<file path="config.mk">
export PLATFORM = sky130hd
export DESIGN_NAME = lsu_align_unit
export DESIGN_NICKNAME = d
export VERILOG_FILES = /design/src/rtl/lsu_pkg.sv /design/src/rtl/lsu_load_extend.sv /design/src/rtl/lsu_align_unit.sv
export SDC_FILE = /design/constraint.sdc
export NUM_CORES = 1
export LEC_CHECK = 0
export BUFFER_PORTS_ARGS = -buffer_cell sky130_fd_sc_hd__buf_4
export CORE_MARGIN = 2
export CORE_UTILIZATION = 30
export DETAILED_ROUTE_END_ITERATION = 7
export PLACE_DENSITY = 0.62
export SLEW_MARGIN = 20
export SYNTH_ARGS = -nofsm -noshare
export SYNTH_HDL_FRONTEND = slang
export SYNTH_SLANG_ARGS = --single-unit
</file>
<file path="constraint.sdc">
create_clock -name clk -period 7.2 [get_ports clk]
set_input_delay 0.36 -clock clk [delete_from_list [all_inputs] [get_ports clk]]
set_output_delay 0.36 -clock clk [all_outputs]
set_load 0.005 [all_outputs]
</file>
<file path="src/rtl/lsu_pkg.sv">
// ----------------------------------------------------------------------------
// lsu_pkg
// Shared types and helpers for the load/store alignment unit.
//   state_t      : FSM states of lsu_align_unit
//   F3_*         : RV32 load/store funct3 encodings
//   size_bytes   : access size in bytes for a funct3
//   funct3_legal : whether a funct3 is a legal load or store encoding
// ----------------------------------------------------------------------------
package lsu_pkg;

  typedef enum logic [2:0] {
    IDLE,
    REQ,
    WAIT,
    REQ2,
    WAIT2,
    RESP
  } state_t;

  localparam logic [2:0] F3_B  = 3'b000;
  localparam logic [2:0] F3_H  = 3'b001;
  localparam logic [2:0] F3_W  = 3'b010;
  localparam logic [2:0] F3_BU = 3'b100;
  localparam logic [2:0] F3_HU = 3'b101;

  // funct3[1:0] encodes the size for both signed and unsigned variants.
  function automatic logic [2:0] size_bytes(input logic [2:0] funct3);
    case (funct3[1:0])
      2'b00:   return 3'd1;
      2'b01:   return 3'd2;
      default: return 3'd4;
    endcase
  endfunction

  function automatic logic funct3_legal(input logic is_store, input logic [2:0] funct3);
    if (is_store) begin
      return funct3 inside {F3_B, F3_H, F3_W};
    end
    return funct3 inside {F3_B, F3_H, F3_W, F3_BU, F3_HU};
  endfunction

endpackage

</file>
<file path="src/rtl/lsu_load_extend.sv">
// ----------------------------------------------------------------------------
// lsu_load_extend
// Combinational load-data extractor: shifts the addressed bytes of a memory
// word down to lane 0, truncates to the access size and sign- or zero-extends.
// Ports:
//   rdata  in  XLEN  word read from memory (or merged split-access window)
//   offset in  2     byte offset of the access within rdata
//   funct3 in  3     load type (b, h, w, bu, hu)
//   data   out XLEN  extended load result
// ----------------------------------------------------------------------------
module lsu_load_extend
  import lsu_pkg::*;
#(
  parameter int XLEN = 32
) (
  input  logic [XLEN-1:0] rdata,
  input  logic [1:0]      offset,
  input  logic [2:0]      funct3,
  output logic [XLEN-1:0] data
);

  logic [XLEN-1:0] shifted;

  always_comb begin
    shifted = rdata >> {offset, 3'b000};
    data    = shifted;
    case (funct3)
      F3_B:    data = {{(XLEN-8){shifted[7]}}, shifted[7:0]};
      F3_BU:   data = {{(XLEN-8){1'b0}}, shifted[7:0]};
      F3_H:    data = {{(XLEN-16){shifted[15]}}, shifted[15:0]};
      F3_HU:   data = {{(XLEN-16){1'b0}}, shifted[15:0]};
      default: data = shifted;
    endcase
  end

endmodule

</file>
<file path="src/rtl/lsu_align_unit.sv">
// ----------------------------------------------------------------------------
// lsu_align_unit
// Load/store alignment unit between the execute stage and a word-wide data
// memory. Accepts one RV32 load/store per handshake, issues word-aligned
// memory requests with byte enables, lane-shifts store data and extends load
// data. Illegal funct3 values fault without touching memory.
//
// Optional feature (compile-time macro LSU_MISALIGN_SPLIT_EN):
//   undefined : misaligned h/w accesses fault without touching memory.
//   defined   : word-crossing accesses are split into two beats (REQ2/WAIT2);
//               load bytes from both beats are merged before extension.
//
// Ports:
//   clk, rst_n                      clock, async active-low reset
//   req_valid/req_ready             pipeline request handshake
//   req_is_store, req_funct3        access type
//   req_addr, req_wdata             byte address, right-justified store data
//   mem_req_valid/mem_req_ready     memory request handshake
//   mem_we, mem_addr, mem_be        write enable, word address, byte enables
//   mem_wdata                       lane-shifted store data
//   mem_rsp_valid, mem_rdata        load read data return
//   rsp_valid/rsp_ready             result handshake to the pipeline
//   rsp_rdata, rsp_fault            extended load data, fault flag
// ----------------------------------------------------------------------------
module lsu_align_unit
  import lsu_pkg::*;
#(
  parameter int XLEN   = 32,
  parameter int ADDR_W = 32
) (
  input  logic              clk,
  input  logic              rst_n,
  input  logic              req_valid,
  output logic              req_ready,
  input  logic              req_is_store,
  input  logic [2:0]        req_funct3,
  input  logic [ADDR_W-1:0] req_addr,
  input  logic [XLEN-1:0]   req_wdata,
  output logic              mem_req_valid,
  input  logic              mem_req_ready,
  output logic              mem_we,
  output logic [ADDR_W-1:0] mem_addr,
  output logic [XLEN/8-1:0] mem_be,
  output logic [XLEN-1:0]   mem_wdata,
  input  logic              mem_rsp_valid,
  input  logic [XLEN-1:0]   mem_rdata,
  output logic              rsp_valid,
  input  logic              rsp_ready,
  output logic [XLEN-1:0]   rsp_rdata,
  output logic              rsp_fault
);

  localparam int NB = XLEN / 8;

  state_t            state_q, state_d;
  logic              is_store_q, is_store_d;
  logic [2:0]        funct3_q, funct3_d;
  logic [1:0]        off_q, off_d;
  logic              split_q, split_d;
  logic [ADDR_W-1:0] mem_addr_q, mem_addr_d;
  logic [NB-1:0]     mem_be_q, mem_be_d;
  logic [NB-1:0]     be_hi_q, be_hi_d;
  logic [XLEN-1:0]   mem_wdata_q, mem_wdata_d;
  logic [XLEN-1:0]   wdata_hi_q, wdata_hi_d;
  logic              mem_we_q, mem_we_d;
  logic [XLEN-1:0]   beat0_q, beat0_d;
  logic [XLEN-1:0]   rsp_rdata_q, rsp_rdata_d;
  logic              rsp_fault_q, rsp_fault_d;

  logic [1:0]        req_off;
  logic [2:0]        req_size;
  logic [NB-1:0]     req_mask;
  logic [2*NB-1:0]   req_be_wide;
  logic [2*XLEN-1:0] req_wdata_wide;
  logic              req_fault;
  logic              req_split;

  logic [XLEN-1:0]   ext_rdata;
  logic [1:0]        ext_offset;
  logic [5:0]        merge_shift;
  logic [XLEN-1:0]   ext_data;

  // Request decode. Byte enables and store data are shifted into a
  // double-width window: the low half is the first (or only) beat, the high
  // half is what spills into the next word on a crossing access.
  always_comb begin
    req_off  = req_addr[1:0];
    req_size = size_bytes(req_funct3);
    case (req_size)
      3'd1:    req_mask = NB'(1);
      3'd2:    req_mask = NB'(3);
      default: req_mask = '1;
    endcase
    req_be_wide    = {{NB{1'b0}}, req_mask} << req_off;
    req_wdata_wide = {{XLEN{1'b0}}, req_wdata} << {req_off, 3'b000};
`ifdef LSU_MISALIGN_SPLIT_EN
    req_fault = !funct3_legal(req_is_store, req_funct3);
    req_split = ({2'b00, req_off} + {1'b0, req_size}) > 4'd4;
`else
    req_fault = !funct3_legal(req_is_store, req_funct3)
              || ((req_size == 3'd2) && req_off[0])
              || ((req_size == 3'd4) && (req_off != 2'b00));
    req_split = 1'b0;
`endif
  end

  // For the second beat of a split load the bytes are merged into one
  // right-justified window, so the extender sees offset 0. A split access
  // always has a non-zero offset, hence merge_shift is always below XLEN.
  always_comb begin
    merge_shift = 6'(XLEN) - {1'b0, off_q, 3'b000};
    ext_rdata   = mem_rdata;
    ext_offset  = off_q;
    if (state_q == WAIT2) begin
      ext_rdata  = (beat0_q >> {off_q, 3'b000}) | (mem_rdata << merge_shift);
      ext_offset = 2'b00;
    end
  end

  lsu_load_extend #(
    .XLEN(XLEN)
  ) u_load_extend (
    .rdata (ext_rdata),
    .offset(ext_offset),
    .funct3(funct3_q),
    .data  (ext_data)
  );

  // Next-state logic. All memory request fields are registered so they stay
  // stable while mem_req_valid waits for mem_req_ready.
  always_comb begin
    state_d     = state_q;
    is_store_d  = is_store_q;
    funct3_d    = funct3_q;
    off_d       = off_q;
    split_d     = split_q;
    mem_addr_d  = mem_addr_q;
    mem_be_d    = mem_be_q;
    be_hi_d     = be_hi_q;
    mem_wdata_d = mem_wdata_q;
    wdata_hi_d  = wdata_hi_q;
    mem_we_d    = mem_we_q;
    beat0_d     = beat0_q;
    rsp_rdata_d = rsp_rdata_q;
    rsp_fault_d = rsp_fault_q;

    case (state_q)
      IDLE: begin
        if (req_valid) begin
          is_store_d = req_is_store;
          funct3_d   = req_funct3;
          off_d      = req_off;
          if (req_fault) begin
            state_d     = RESP;
            rsp_fault_d = 1'b1;
            rsp_rdata_d = '0;
          end else begin
            state_d     = REQ;
            split_d     = req_split;
            mem_addr_d  = {req_addr[ADDR_W-1:2], 2'b00};
            mem_be_d    = req_be_wide[NB-1:0];
            be_hi_d     = req_be_wide[2*NB-1:NB];
            mem_wdata_d = req_wdata_wide[XLEN-1:0];
            wdata_hi_d  = req_wdata_wide[2*XLEN-1:XLEN];
            mem_we_d    = req_is_store;
            rsp_fault_d = 1'b0;
          end
        end
      end

      REQ: begin
        if (mem_req_ready) begin
          if (!is_store_q) begin
            state_d = WAIT;
          end else if (split_q) begin
            state_d     = REQ2;
            mem_addr_d  = mem_addr_q + ADDR_W'(4);
            mem_be_d    = be_hi_q;
            mem_wdata_d = wdata_hi_q;
          end else begin
            state_d     = RESP;
            rsp_rdata_d = '0;
          end
        end
      end

      WAIT: begin
        if (mem_rsp_valid) begin
          if (split_q) begin
            state_d     = REQ2;
            beat0_d     = mem_rdata;
            mem_addr_d  = mem_addr_q + ADDR_W'(4);
            mem_be_d    = be_hi_q;
            mem_wdata_d = wdata_hi_q;
          end else begin
            state_d     = RESP;
            rsp_rdata_d = ext_data;
          end
        end
      end

      REQ2: begin
        if (mem_req_ready) begin
          if (is_store_q) begin
            state_d     = RESP;
            rsp_rdata_d = '0;
          end else begin
            state_d = WAIT2;
          end
        end
      end

      WAIT2: begin
        if (mem_rsp_valid) begin
          state_d     = RESP;
          rsp_rdata_d = ext_data;
        end
      end

      RESP: begin
        if (rsp_ready) begin
          state_d = IDLE;
        end
      end

      default: state_d = IDLE;
    endcase
  end

  // State and datapath registers.
  always_ff @(posedge clk or negedge rst_n) begin
    if (!rst_n) begin
      state_q     <= IDLE;
      is_store_q  <= 1'b0;
      funct3_q    <= 3'b000;
      off_q       <= 2'b00;
      split_q     <= 1'b0;
      mem_addr_q  <= '0;
      mem_be_q    <= '0;
      be_hi_q     <= '0;
      mem_wdata_q <= '0;
      wdata_hi_q  <= '0;
      mem_we_q    <= 1'b0;
      beat0_q     <= '0;
      rsp_rdata_q <= '0;
      rsp_fault_q <= 1'b0;
    end else begin
      state_q     <= state_d;
      is_store_q  <= is_store_d;
      funct3_q    <= funct3_d;
      off_q       <= off_d;
      split_q     <= split_d;
      mem_addr_q  <= mem_addr_d;
      mem_be_q    <= mem_be_d;
      be_hi_q     <= be_hi_d;
      mem_wdata_q <= mem_wdata_d;
      wdata_hi_q  <= wdata_hi_d;
      mem_we_q    <= mem_we_d;
      beat0_q     <= beat0_d;
      rsp_rdata_q <= rsp_rdata_d;
      rsp_fault_q <= rsp_fault_d;
    end
  end

  assign req_ready     = (state_q == IDLE);
  assign mem_req_valid = (state_q == REQ) || (state_q == REQ2);
  assign rsp_valid     = (state_q == RESP);
  assign mem_we        = mem_we_q;
  assign mem_addr      = mem_addr_q;
  assign mem_be        = mem_be_q;
  assign mem_wdata     = mem_wdata_q;
  assign rsp_rdata     = rsp_rdata_q;
  assign rsp_fault     = rsp_fault_q;

endmodule

</file>
# Yosys cells after proc, flatten, opt, wreduce, memory -nomap -nowiden
# Cells that the tools add are included.
op_classes:
  bitwise: 2
  reduce_logical: 22
  addsub: 1
  n_mux: 33
  n_eq_ne: 28
  n_shift: 5
op_table:
  columns: ["cell", "n"]
  rows:
  - ["$mux 32", 12]
  - ["$pmux 32 s4", 1]
  - ["$pmux 32 s3", 1]
  - ["$or 32x32->32", 1]
  - ["$shl 32x5->32", 1]
  - ["$shl 32x6->32", 1]
  - ["$shr 1x5->32 const A", 1]
  - ["$shr 32x5->32", 1]
  - ["$eq 3x3->1 const B", 7]
  - ["$mux 3", 7]
  - ["$ne 2x2->1 const B", 9]
  - ["$pmux 3 s5", 1]
  - ["$eq 3x1->1 const B", 4]
  - ["$eq 3x2->1 const B", 4]
  - ["$mux 4", 3]
  - ["$reduce_bool 5->1", 2]
  - ["$logic_not 3->1", 3]
  - ["$reduce_and 9->1", 1]
  - ["$pmux 4 s2", 1]
  - ["$reduce_and 8->1", 1]
  - ["$pmux 3 s2", 1]
  - ["$reduce_and 6->1", 1]
  - ["$reduce_bool 3->1", 2]
  - ["$sub 6x5->6 const A", 1]
  - ["other kinds (15)", 24]
totals:
  elab_cells: 101
  output_inout_bits: 105
  regBits: 111
  inputBits: 106

# Depth between registers and ports, before layout
# Gate-level depths: netlist (run 1).
depth:
  depth_word: 10
  mapped_depth: 11
  depth_no_buf: 7

# By module
# A second synthesis (run 1) with hierarchy kept.
hier_totals:
  cells_unflattened: 624
  area_unflattened_um2: 6238.5
modules_own_cells:
  columns: ["module", "n_inst", "area_per_inst_um2", "seq_area_each_um2", "cells_each"]
  rows:
  - ["lsu_align_unit", 1, 5544.1, 2727.6, 517]
  - ["lsu_load_extend", 1, 694.4, 0.0, 107]

# Least setup slack after synthesis (run 1)
# OpenSTA, ideal clock, no wires.
synth_timing:
  kind: "register -> register"
  start: "reg off_q[0]"
  end: "reg rsp_rdata_q[22], in the netlist rsp_rdata[22]"
  path_stages_with_launch: 11
  synth_period_minus_slack_ns: 2.616
  setup_slack_ns: 4.584
  n_path_buf: 3
  t_arrival_ns: 2.524
  required_ns: 7.108
  setup_time_ns: 0.092
  path_cell_list: "dfrtp_1 buf_2 inv_1 clkbuf_1 ha_1 or2_2 a21oi_1 a41oi_1 o211a_4 buf_8 o31ai_2"
synth_between:
  elab_chain_cells: 8
  elab_cells_between_ends: 10
  cone_classes: "1 x add/sub; 3 x shift; 5 x mux; 1 x bitwise"
synth_lines:
  columns: ["item", "line", "rtl"]
  rows:
  - ["start: declaration", "lsu_align_unit.sv:58", "logic [1:0] off_q, off_d;"]
  - ["start signal: assignment", "lsu_align_unit.sv:236", "off_q <= 2'b00;"]
  - ["start signal: assignment", "lsu_align_unit.sv:251", "off_q <= off_d;"]
  - ["$sub 6x5->6", "lsu_align_unit.sv:111", "merge_shift = 6'(XLEN) - {1'b0, off_q, 3'b000};"]
  - ["$shl 32x6->32", "lsu_align_unit.sv:115", "ext_rdata = (beat0_q >> {off_q, 3'b000}) | (mem_rdata << merge_shift);"]
  - ["$or 32x32->32", "lsu_align_unit.sv:115", null]
  - ["$mux 32", "lsu_align_unit.sv:114", "if (state_q == WAIT2) begin"]
  - ["$shr 32x5->32 (*)", "lsu_load_extend.sv:25", "shifted = rdata >> {offset, 3'b000};"]
  - ["$pmux 32 s4 (*)", "lsu_load_extend.sv:27", "case (funct3)"]
  - ["$mux 32 (*)", "lsu_align_unit.sv:188", "if (mem_rsp_valid) begin"]
  - ["$pmux 32 s3 (*)", "lsu_align_unit.sv:147", "case (state_q)"]
  - ["end signal: assignment", "lsu_align_unit.sv:260", "rsp_rdata_q <= rsp_rdata_d;"]
  - ["end: declaration", "lsu_align_unit.sv:67", "logic [XLEN-1:0] rsp_rdata_q, rsp_rdata_d;"]
# Every way passes the cells marked *; elsewhere a longest branch is shown, timed or not. The select of a mux whose other input is x is not followed.
# A chain may end at the register's enable or synchronous reset.

# Final worst setup path (run 1)
layout_timing:
  start: "reg off_q[1]"
  end: "reg rsp_rdata_q[1], in the netlist rsp_rdata[1]"
# Same word-level chain as after synthesis.

==> flow_summary.yaml, run 1 <==
yosys:
  ys_types: 60
  synth_cells: 629
  netlist_area_mm2: 0.00610
  synth_edf_count: 0
  async_reset_ff_frac: 1.00
  synth_ff_type: "dfrtp_1"
  yosys_register_bits: 109
  avgSynthCellArea_um2: 9.70
  synth_warnings: 0
  ys_seq_area_frac: 0.447
global_routing:
  grt_pass1_vias: 5341
  grt_first_pass_wirelength_um: 29600
  grtUsageTotal: 0.172
  grt_overflow: 0
  grt_max_degree: 96
  antenna_found_initial: 0
final_layout:
  final_common_cell: "buf_4"
  layout.nets: 907
  fin_util: 0.404
  area_delta_synth_final_pct: 33.2
  final_area_mm2: 0.00813
  drive_gt1_frac: 0.374
  diodes: 0
  final_cell_mix: "buf_4, dfrtp_1, nand2_1"
clock_tree:
  cts_setup_buffers: 0
  htreeDepth: 3
  cts-root-buf: "clkbuf_16"
  clkLatencyLatePin_ps: 360
  cts.sinks: 109
  cts_tree: "built"
  clk_pin_slew_ps: 90
  hold_buffers: 0
  cts_buffer_depth: 2
  numCtsBuffers: 9
  ctsResizeCount: 0
critical_path:
  crit_fanout: 21
  slowest_delay_ps: 820
  end_kind: "flip-flop"
  rrSetupSlack_ps: 3680
  r2r_start: "off_q[1]$_DFFE_PN0P_"
  cp.required_ps: 7470
  worstRegToRegCells: 7
  worstSetupStartpointType: "flip-flop"
  path_cells: "clkinv_1, ha_1, nor2b_1, and3_1, o2bb2ai_1, a21oi_1, o31ai_1"
  slowest_stage: "dfrtp_1"
  critPathTopFamily: "simple AND/OR/NAND/NOR gates"
  cp_num_buf_inv: 1
  arrival_ps: 3790
  rr_endpoint: "rsp_rdata[1]$_DFFE_PN0P_"
  crit_type: "flip-flop to flip-flop"
drt:
  route.vias.total: 5514
  wl_um: 18800
  drt_iter0_drc: 396
  drc_errors: 0
  post_drt_wl_per_cell_um: 17.5
  antenna_left: 0
  vias_per_cell: 5.13
  drt_first_pass_iters: 5
sta:
  hold_violations: 0
  rsz0062_at_grt: "false"
  min_period_ps: 3520
  slew_headroom: 0.297
  skew_ps: 12.6
  period_share: 0.489
  tightest_slew_ps: 1060
  tns_ps: 0
  fmax_ghz: 0.284
  worst_slack_ps: 3680
  setup_viol: 0
  maxSlewViolCount: 0
power:
  powerDensity_mw_per_mm2: 421
  ir_worst_vdd_uv: 190
  p_leak_nw: 3.75
place:
  dp_slack_ps: 3750
  gp_congestion: 0.868
  port_buffers: 208
  placed_area_mm2: 0.00781
  place_hpwl_um: 13600
floorplanning:
  row_count: 52
  dieArea_mm2: 0.0215
  boundaryPins: 211
  core_area_mm2: 0.0201
  die_x_um: 147
  initial_core_util: 0.303
  die_h_um: 147
hold_path:
  hold_path.class: "input pin to async pin"
job:
  maxCapViolCount: 0
status:
  outcome: "complete, no violations"
[metrics by stage]
stage	cells	hold WS (ps)	power [mW]
2_1_floorplan	630	64.4	2.17
3_3_place_gp	1058	461	2.89
3_5_place_dp	1058	472	2.91
4_1_cts	1074	84.1	3.46
5_1_grt	1074	121	3.67
6_report	1074	53.1	3.42
[worst max-delay path by stage]
stage,start,endpoint,slack (ps),cells after the start
final,off_q[1]$_DFFE_PN0P_,rsp_rdata[1]$_DFFE_PN0P_,3680,7
after global routing,off_q[1]$_DFFE_PN0P_,rsp_rdata[1]$_DFFE_PN0P_,3410,7
after CTS,off_q[1]$_DFFE_PN0P_,rsp_rdata[1]$_DFFE_PN0P_,3710,7
after detailed placement,off_q[1]$_DFFE_PN0P_,rsp_rdata[21]$_DFFE_PN0P_,3750,7
after global placement,off_q[1]$_DFFE_PN0P_,rsp_rdata[21]$_DFFE_PN0P_,3910,7
after floorplan,off_q[0]$_DFFE_PN0P_,rsp_rdata[22]$_DFFE_PN0P_,4580,10
[routing by layer]
layer / part of all wire / GRT usage
met3: 0.081 / 0.0484
met4: 0.013 / 0.0495
met2: 0.48 / 0.279
met5: 0 / 0
met1: 0.43 / 0.224
[synth_stat cells, types with 2 or more instances]
| cell | number | share of area |
|---|---|---|
| a211oi_1 | 13 | 0.016 |
| a21o_1 | 2 | 0.0025 |
| a21oi_1 | 50 | 0.041 |
| a22o_1 | 5 | 0.0072 |
| a22oi_1 | 6 | 0.0074 |
| a311oi_1 | 3 | 0.0043 |
| a31oi_1 | 10 | 0.010 |
| a32o_1 | 3 | 0.0049 |
| and2_1 | 3 | 0.0031 |
| and3_1 | 2 | 0.0021 |
| buf_1 | 9 | 0.0055 |
| buf_2 | 9 | 0.0074 |
| buf_4 | 4 | 0.0049 |
| clkbuf_1 | 32 | 0.020 |
| dfrtp_1 | 109 | 0.45 |
| ha_1 | 2 | 0.0041 |
| inv_1 | 6 | 0.0037 |
| mux2_1 | 2 | 0.0037 |
| mux2_2 | 50 | 0.092 |
| mux2i_1 | 27 | 0.044 |
| nand2_1 | 80 | 0.049 |
| nand2b_1 | 9 | 0.0092 |
| nand3b_1 | 5 | 0.0062 |
| nor2_1 | 35 | 0.022 |
| nor2b_1 | 15 | 0.015 |
| o211ai_1 | 2 | 0.0025 |
| o21ai_0 | 50 | 0.041 |
| o221ai_1 | 3 | 0.0043 |
| o22ai_1 | 5 | 0.0051 |
| o2bb2ai_1 | 10 | 0.014 |
| o31ai_1 | 20 | 0.025 |
| o31ai_2 | 9 | 0.018 |
| or2_2 | 3 | 0.0031 |
| or3_1 | 10 | 0.010 |
[registers in the layout, indices dropped and copies added (netlist names)]
register    flops
rsp_rdata      32
is_store_q      1
funct3_q        3
mem_we          1
mem_wdata      32
off_q           2
state_q         3
mem_addr       30
rsp_fault       1
mem_be          4
[layout make-up]
cell class / count / area [µm²]
inverter: 7 / 26.3
multi-input combinational: 458 / 3110
clock inverter: 7 / 93.8
fill: 2016 / 12000
sequential: 109 / 2730
clock buffer: 9 / 225
tap: 270 / 338
timing repair buffer: 214 / 1610
[where the power goes]
| group | internal, mW | leakage, nW | switching [mW] | total (mW) |
|---|---|---|---|---|
| Clock | 0.254 | 0.154 | 0.276 | 0.530 |
| Combinational | 0.859 | 2.20 | 0.946 | 1.81 |
| Sequential | 0.888 | 1.39 | 0.199 | 1.09 |
| Total | 2.00 | 3.75 | 1.42 | 3.42 |
[logic make-up after synthesis]
kind of cell / synth area share
other: 0.000615
xor gates and xnor gates: 0.00144
AOI/OAI and AO/OA: 0.226
and+or+nand+nor: 0.134
DFF: 0.447
buffers and inverters: 0.0462
muxes: 0.140
adders and majority gates: 0.00410
Power figures use the tool's default switching activity.
==> run 2, diff against run 1 <==
Settings changed: ABC_AREA set to 1.
Clock period 7.2 ns to 3.5 ns, I/O delays scaled along.
==> flow_summary.yaml, run 2 <==
yosys:
  synth_compound_area_frac: 0.131
  synth_simple_gate_area_frac: 0.348
  synth_edf_count: 0
  synth.top_cells.by_area: "dfrtp_1, nand2_1, nand3_1"
  synth_mux_area_frac: 0.00177
  async_reset_ff_frac: 1.00
  synthTopCellsByCount: "nand2_1, dfrtp_1, nand3_1"
  synthAdderAreaFrac: 0.00394
  synth_cells: 881
  avgSynthCellArea_um2: 7.21
  ys_types: 45
  synth_top_family_by_area: "simple AND/OR/NAND/NOR gates"
  synth_area_leader_cell: "dfrtp_1"
  ys_seq_area_frac: 0.429
  synth.most_common_cell: "nand2_1"
  netlist_area_mm2: 0.00635
  synth_ff_type: "dfrtp_1"
  synth_xor_area_frac: 0
  synth_warnings: 0
  synth_top_cell_area_share: 0.429
  yosys_register_bits: 109
power:
  swShare: 0.443
  power_mw: 6.91
  p_leak_nw: 4.54
  switching_power_mw: 3.06
  p_int_mw: 3.85
  power_frac_comb: 0.533
  ir_worst_vdd_uv: 298
  powerDensity_mw_per_mm2: 825
  clockPowerShare: 0.152
  seq_power_share: 0.315
drt:
  post_drt_wl_per_cell_um: 14.9
  met1Wirelength_um: 8450
  dr_wl_met2_um: 9540
  wl_met3_um: 1560
  drt_first_pass_iters: 4
  vias_per_cell: 4.75
  routed.top_layer: "met4"
  drt_iter0_drc: 298
  route.vias.total: 6397
  antenna_left: 0
  wl_um: 20100
  drc_errors: 0
critical_path:
  rrSetupSlack_ps: 930
  worstSetupStartpointType: "flip-flop"
  crit_fanout: 16
  arrival_ps: 2860
  cp.required_ps: 3790
  crit_type: "flip-flop to flip-flop"
  end_kind: "flip-flop"
final_layout:
  final_area_mm2: 0.00837
  final_cell_mix: "nand2_1, buf_4, dfrtp_1, nand3_1, nor2_1"
  fillerInstances: 2243
  multi_input_area_mm2: 0.00309
  final_common_cell: "nand2_1"
  area_delta_synth_final_pct: 31.8
  layout.nets: 1174
  diodes: 0
  drive_gt1_frac: 0.261
  seqCellArea_mm2: 0.00273
sta:
  maxSlewViolCount: 0
  min_period_ps: 2570
  skew_ps: 9.95
  period_share: 0.735
  tightest_slew_ps: 732
  fmax_ghz: 0.389
  slew_headroom: 0.512
  tns_ps: 0
  setup_viol: 0
  hold_violations: 0
  rsz0062_at_grt: "false"
clock_tree:
  clkLatencyLatePin_ps: 350
  htreeDepth: 3
  cts.sinks: 109
  ctsResizeCount: 0
  numCtsBuffers: 9
  cts_tree: "built"
  cts_buffer_depth: 2
  clk_pin_slew_ps: 80
  cts-root-buf: "clkbuf_16"
place:
  placed_area_mm2: 0.00801
  gp_congestion: 0.885
  place_hpwl_um: 15000
  port_buffers: 208
floorplanning:
  core_area_mm2: 0.0209
  initial_core_util: 0.304
  die_x_um: 150
  boundaryPins: 211
  row_count: 53
  die_h_um: 150
  dieArea_mm2: 0.0224
global_routing:
  grt_first_pass_wirelength_um: 31800
  grt_max_degree: 60
  grt_pass1_vias: 6159
  grtUsageTotal: 0.180
  grt_overflow: 0
  antenna_found_initial: 0
job:
  maxCapViolCount: 0
status:
  outcome: "complete, no violations"
hold_path:
  hold_path.class: "input pin to flip-flop"
## run 2: final timing paths
| path | start | cells past startpoint | to |
|---|---|---|---|
| worst max-delay path | off_q[1]$_DFFE_PN0P_ | 11 | rsp_rdata[24]$_DFFE_PN0P_ |
| worst min-delay path | req_addr[5] | 3 | mem_addr[5]$_DFFE_PN0P_ |
| worst max register to register | off_q[1]$_DFFE_PN0P_ | 11 | rsp_rdata[24]$_DFFE_PN0P_ |
| worst min register to register | mem_addr[25]$_DFFE_PN0P_ | 2 | mem_addr[25]$_DFFE_PN0P_ |
| max in group asynchronous | rst_n | 3 | mem_addr[16]$_DFFE_PN0P_ |
| min in group asynchronous | rst_n | 2 | mem_addr[8]$_DFFE_PN0P_ |
## run 2: final cells by class
| cell class | instances | share of cell area |
|---|---|---|
| Sequential cell | 109 | 0.326 |
| Clock inverter | 6 | 0.00747 |
| Multi-Input combinational cell | 664 | 0.369 |
| Tap cell | 275 | 0.0411 |
| Clock buffer | 10 | 0.0285 |
| Timing Repair Buffer | 221 | 0.200 |
| Inverter | 61 | 0.0281 |
## run 2: cells by family (layout without fill, tap and decap cells)
logic type,count (synthesis),in the layout
flip-flops,109,109
AND/OR/NAND/NOR,526,526
buffers and inverters,109,298
AO/OA/AOI/OAI,133,133
multiplexers,1,1
other,1,2
adder cells (fa/ha/maj),2,2
## run 2: routing by layer
layer	GRT usage	up-vias
met4	0.0595	0
met2	0.294	222
met1	0.230	2958
met3	0.0497	33
li1	-	3184
met5	0	-
## run 2: power groups by stage
stage               combinational (mW)  sequential, mW  clock [mW]
floorplan                         2.33            2.14           0
global placement                  3.69            2.18           0
detailed placement                3.73            2.18           0
CTS                               3.74            2.17        1.08
global route                      4.19            2.25        1.12
finish                            3.68            2.18        1.05
## run 2: worst max-delay path, stage by stage (launching register included)
cell and delay, ps:
dfrtp_1 410, inv_1 80, ha_1 370, nor2_4 220, inv_1 100, o21ai_2 570
nand3_1 180, nand2_2 150, nand2_4 100, nand2_4 170, nand2_1 70, nand2_1 60
## run 2: stage by stage
step	worst slack, ps	utilization	hold slack (ps)	cells
final	928	0.401	11.3	1346
after global routing	620	0.401	15.3	1346
after CTS	944	0.401	2.98	1346
after detailed placement	893	0.383	275	1324
after global placement	934	0.383	265	1324
after floorplan	1090	-	-121	882
## run 2: what timing repair did
item,in CTS,in global routing
endpoints found under the hold margin,55,0
hold buffers,6,0
setup buffers,0,0
==> run 3, diff against run 2 <==
Settings changed: PLACE_DENSITY 0.62 to 0.64.
Clock period 3.5 ns to 2.08 ns, I/O delays scaled along.
==> flow_summary.yaml, run 3 (synthesis results as in run 2) <==
sta:
  tns_ps: 0
  setup_viol: 0
  fin_hold_ws_ps: 17.7
  min_period_ps: 1910
  worst_slack_ps: 167
  period_share: 0.920
  fmax_ghz: 0.523
  hold_violations: 0
  rsz0062_at_grt: "false"
  skew_ps: 19.6
  maxSlewViolCount: 0
global_routing:
  grtUsageMet3: 0.0482
  grt_max_degree: 51
  grt_overflow: 0
  busiest_layer: "met2"
  grt_pass1_vias: 6565
  antenna_found_initial: 0
  globalRouteMet1Util: 0.240
  grtUsageTotal: 0.187
  grtUsageMet2: 0.314
  grt_first_pass_wirelength_um: 33200
power:
  powerDensity_mw_per_mm2: 1350
  clockPowerShare: 0.138
  swShare: 0.438
  ir_worst_vdd_uv: 532
  switching_power_mw: 5.28
  p_int_mw: 6.78
  p_leak_nw: 4.79
  power_frac_comb: 0.557
  seq_power_share: 0.306
critical_path:
  worstSetupStartpointType: "flip-flop"
  slowest_stage: "dfrtp_1"
  cp.required_ps: 2360
  worstRegToRegCells: 8
  rrSetupSlack_ps: 170
  critPathTopFamily: "simple AND/OR/NAND/NOR gates"
  crit_path_frequent_cell: "nand2_1"
  end_kind: "flip-flop"
  slowest_delay_ps: 460
  crit_fanout: 9
  arrival_ps: 2190
  rr_endpoint: "mem_wdata[2]$_DFFE_PN0P_"
  path_cells: "inv_2, nand2_1, nor2_2, nand3_2, nor2_4, buf_4, nand2_1, o21ai_0"
  r2r_start: "state_q[0]$_DFFE_PN0P_"
  crit_type: "flip-flop to flip-flop"
  cp_num_buf_inv: 2
final_layout:
  final_common_cell: "nand2_1"
  drive_gt1_frac: 0.276
  final_area_mm2: 0.00892
  layout.nets: 1226
  diodes: 0
  area_delta_synth_final_pct: 40.4
  fin_util: 0.427
  final_cell_mix: "nand2_1, buf_4, dfrtp_1, nand3_1, nor2_1"
drt:
  wl_um: 20700
  antenna_left: 0
  vias_per_cell: 4.73
  drc_errors: 0
  drt_iter0_drc: 435
  drt_first_pass_iters: 5
  route.vias.total: 6608
  post_drt_wl_per_cell_um: 14.9
clock_tree:
  clk_pin_slew_ps: 90
  cts_buffer_depth: 2
  htreeDepth: 3
  cts_tree: "built"
  clkLatencyLatePin_ps: 360
  numCtsBuffers: 9
  cts-root-buf: "clkbuf_16"
  cts.sinks: 109
place:
  place_hpwl_um: 15500
  port_buffers: 208
  gp_congestion: 0.873
  placed_area_mm2: 0.00825
  dp_slack_ps: 51.9
floorplanning:
  die_h_um: 150
  die_x_um: 150
  boundaryPins: 211
  initial_core_util: 0.304
  core_area_mm2: 0.0209
  dieArea_mm2: 0.0224
  row_count: 53
job:
  maxCapViolCount: 0
hold_path:
  min_to: "mem_wdata[17]$_DFFE_PN0P_"
  hold_path.class: "input pin to flip-flop"
  holdCritStartpoint: "req_wdata[1]"
  hold_path_depth: 3
status:
  outcome: "complete, no violations"
run 3: changes by cell type in the layout (fill, tap and decap cells not counted), sizes merged:
cell         previous run  this run
clkinvlp                1         0
buf                   215       238
dlygate4sd3             6        35
run 3: stage by stage:
| step | instances | power, mW |
|---|---|---|
| after floorplan | 882 | 7.66 |
| after global placement | 1343 | 10.2 |
| after detailed placement | 1343 | 10.3 |
| after CTS | 1393 | 12.1 |
| after global routing | 1397 | 13.1 |
| final | 1397 | 12.1 |
run 3: what timing repair did:
| action | in CTS | in global routing |
|---|---|---|
| setup endpoints to repair | 0 | 79 |
| hold endpoints to repair | 52 | 0 |
| gates resized for setup | 0 | 8 |
| hold buffers | 35 | 0 |
| buffers inserted | 0 | 4 |
run 3: power by group through the flow:
stage | Combinational [mW] | Sequential, mW | Clock [mW]
floorplan | 4.05 | 3.60 | 0
global placement | 6.55 | 3.69 | 0
detailed placement | 6.63 | 3.69 | 0
CTS | 6.70 | 3.67 | 1.72
global route | 7.55 | 3.81 | 1.78
finish | 6.71 | 3.69 | 1.66
run 3: worst max path at each step:
stage	startpoint	endpoint	depth (start not counted)	slack (ps)
6_report	state_q[0]$_DFFE_PN0P_	mem_wdata[2]$_DFFE_PN0P_	8	170
5_1_grt	off_q[1]$_DFFE_PN0P_	rsp_rdata[21]$_DFFE_PN0P_	12	6
4_1_cts	state_q[1]$_DFFE_PN0P_	mem_wdata[2]$_DFFE_PN0P_	8	30
3_5_place_dp	state_q[1]$_DFFE_PN0P_	mem_wdata[2]$_DFFE_PN0P_	8	50
3_3_place_gp	off_q[1]$_DFFE_PN0P_	rsp_rdata[21]$_DFFE_PN0P_	12	130
2_1_floorplan	off_q[0]$_DFFE_PN0P_	rsp_rdata[22]$_DFFE_PN0P_	15	10
run 3: worst min-delay path, cell delays in order:
cell and delay, ps:
buf_4 110, nand2_1 50, a31oi_1 70
run 3: cell type report:
cell class	count	area (µm²)
sequential	109	2730
tap	275	344
timing repair buffer	273	2200
inverter	61	239
clock inverter	5	42.5
multi-input combinational	664	3140
fill	2192	12000
clock buffer	10	229
run 3: layer usage:
metal	share of wire	vias up
li1	-	3286
met1	0.43	3086
met2	0.48	217
met3	0.073	19
met4	0.017	0
met5	0	-
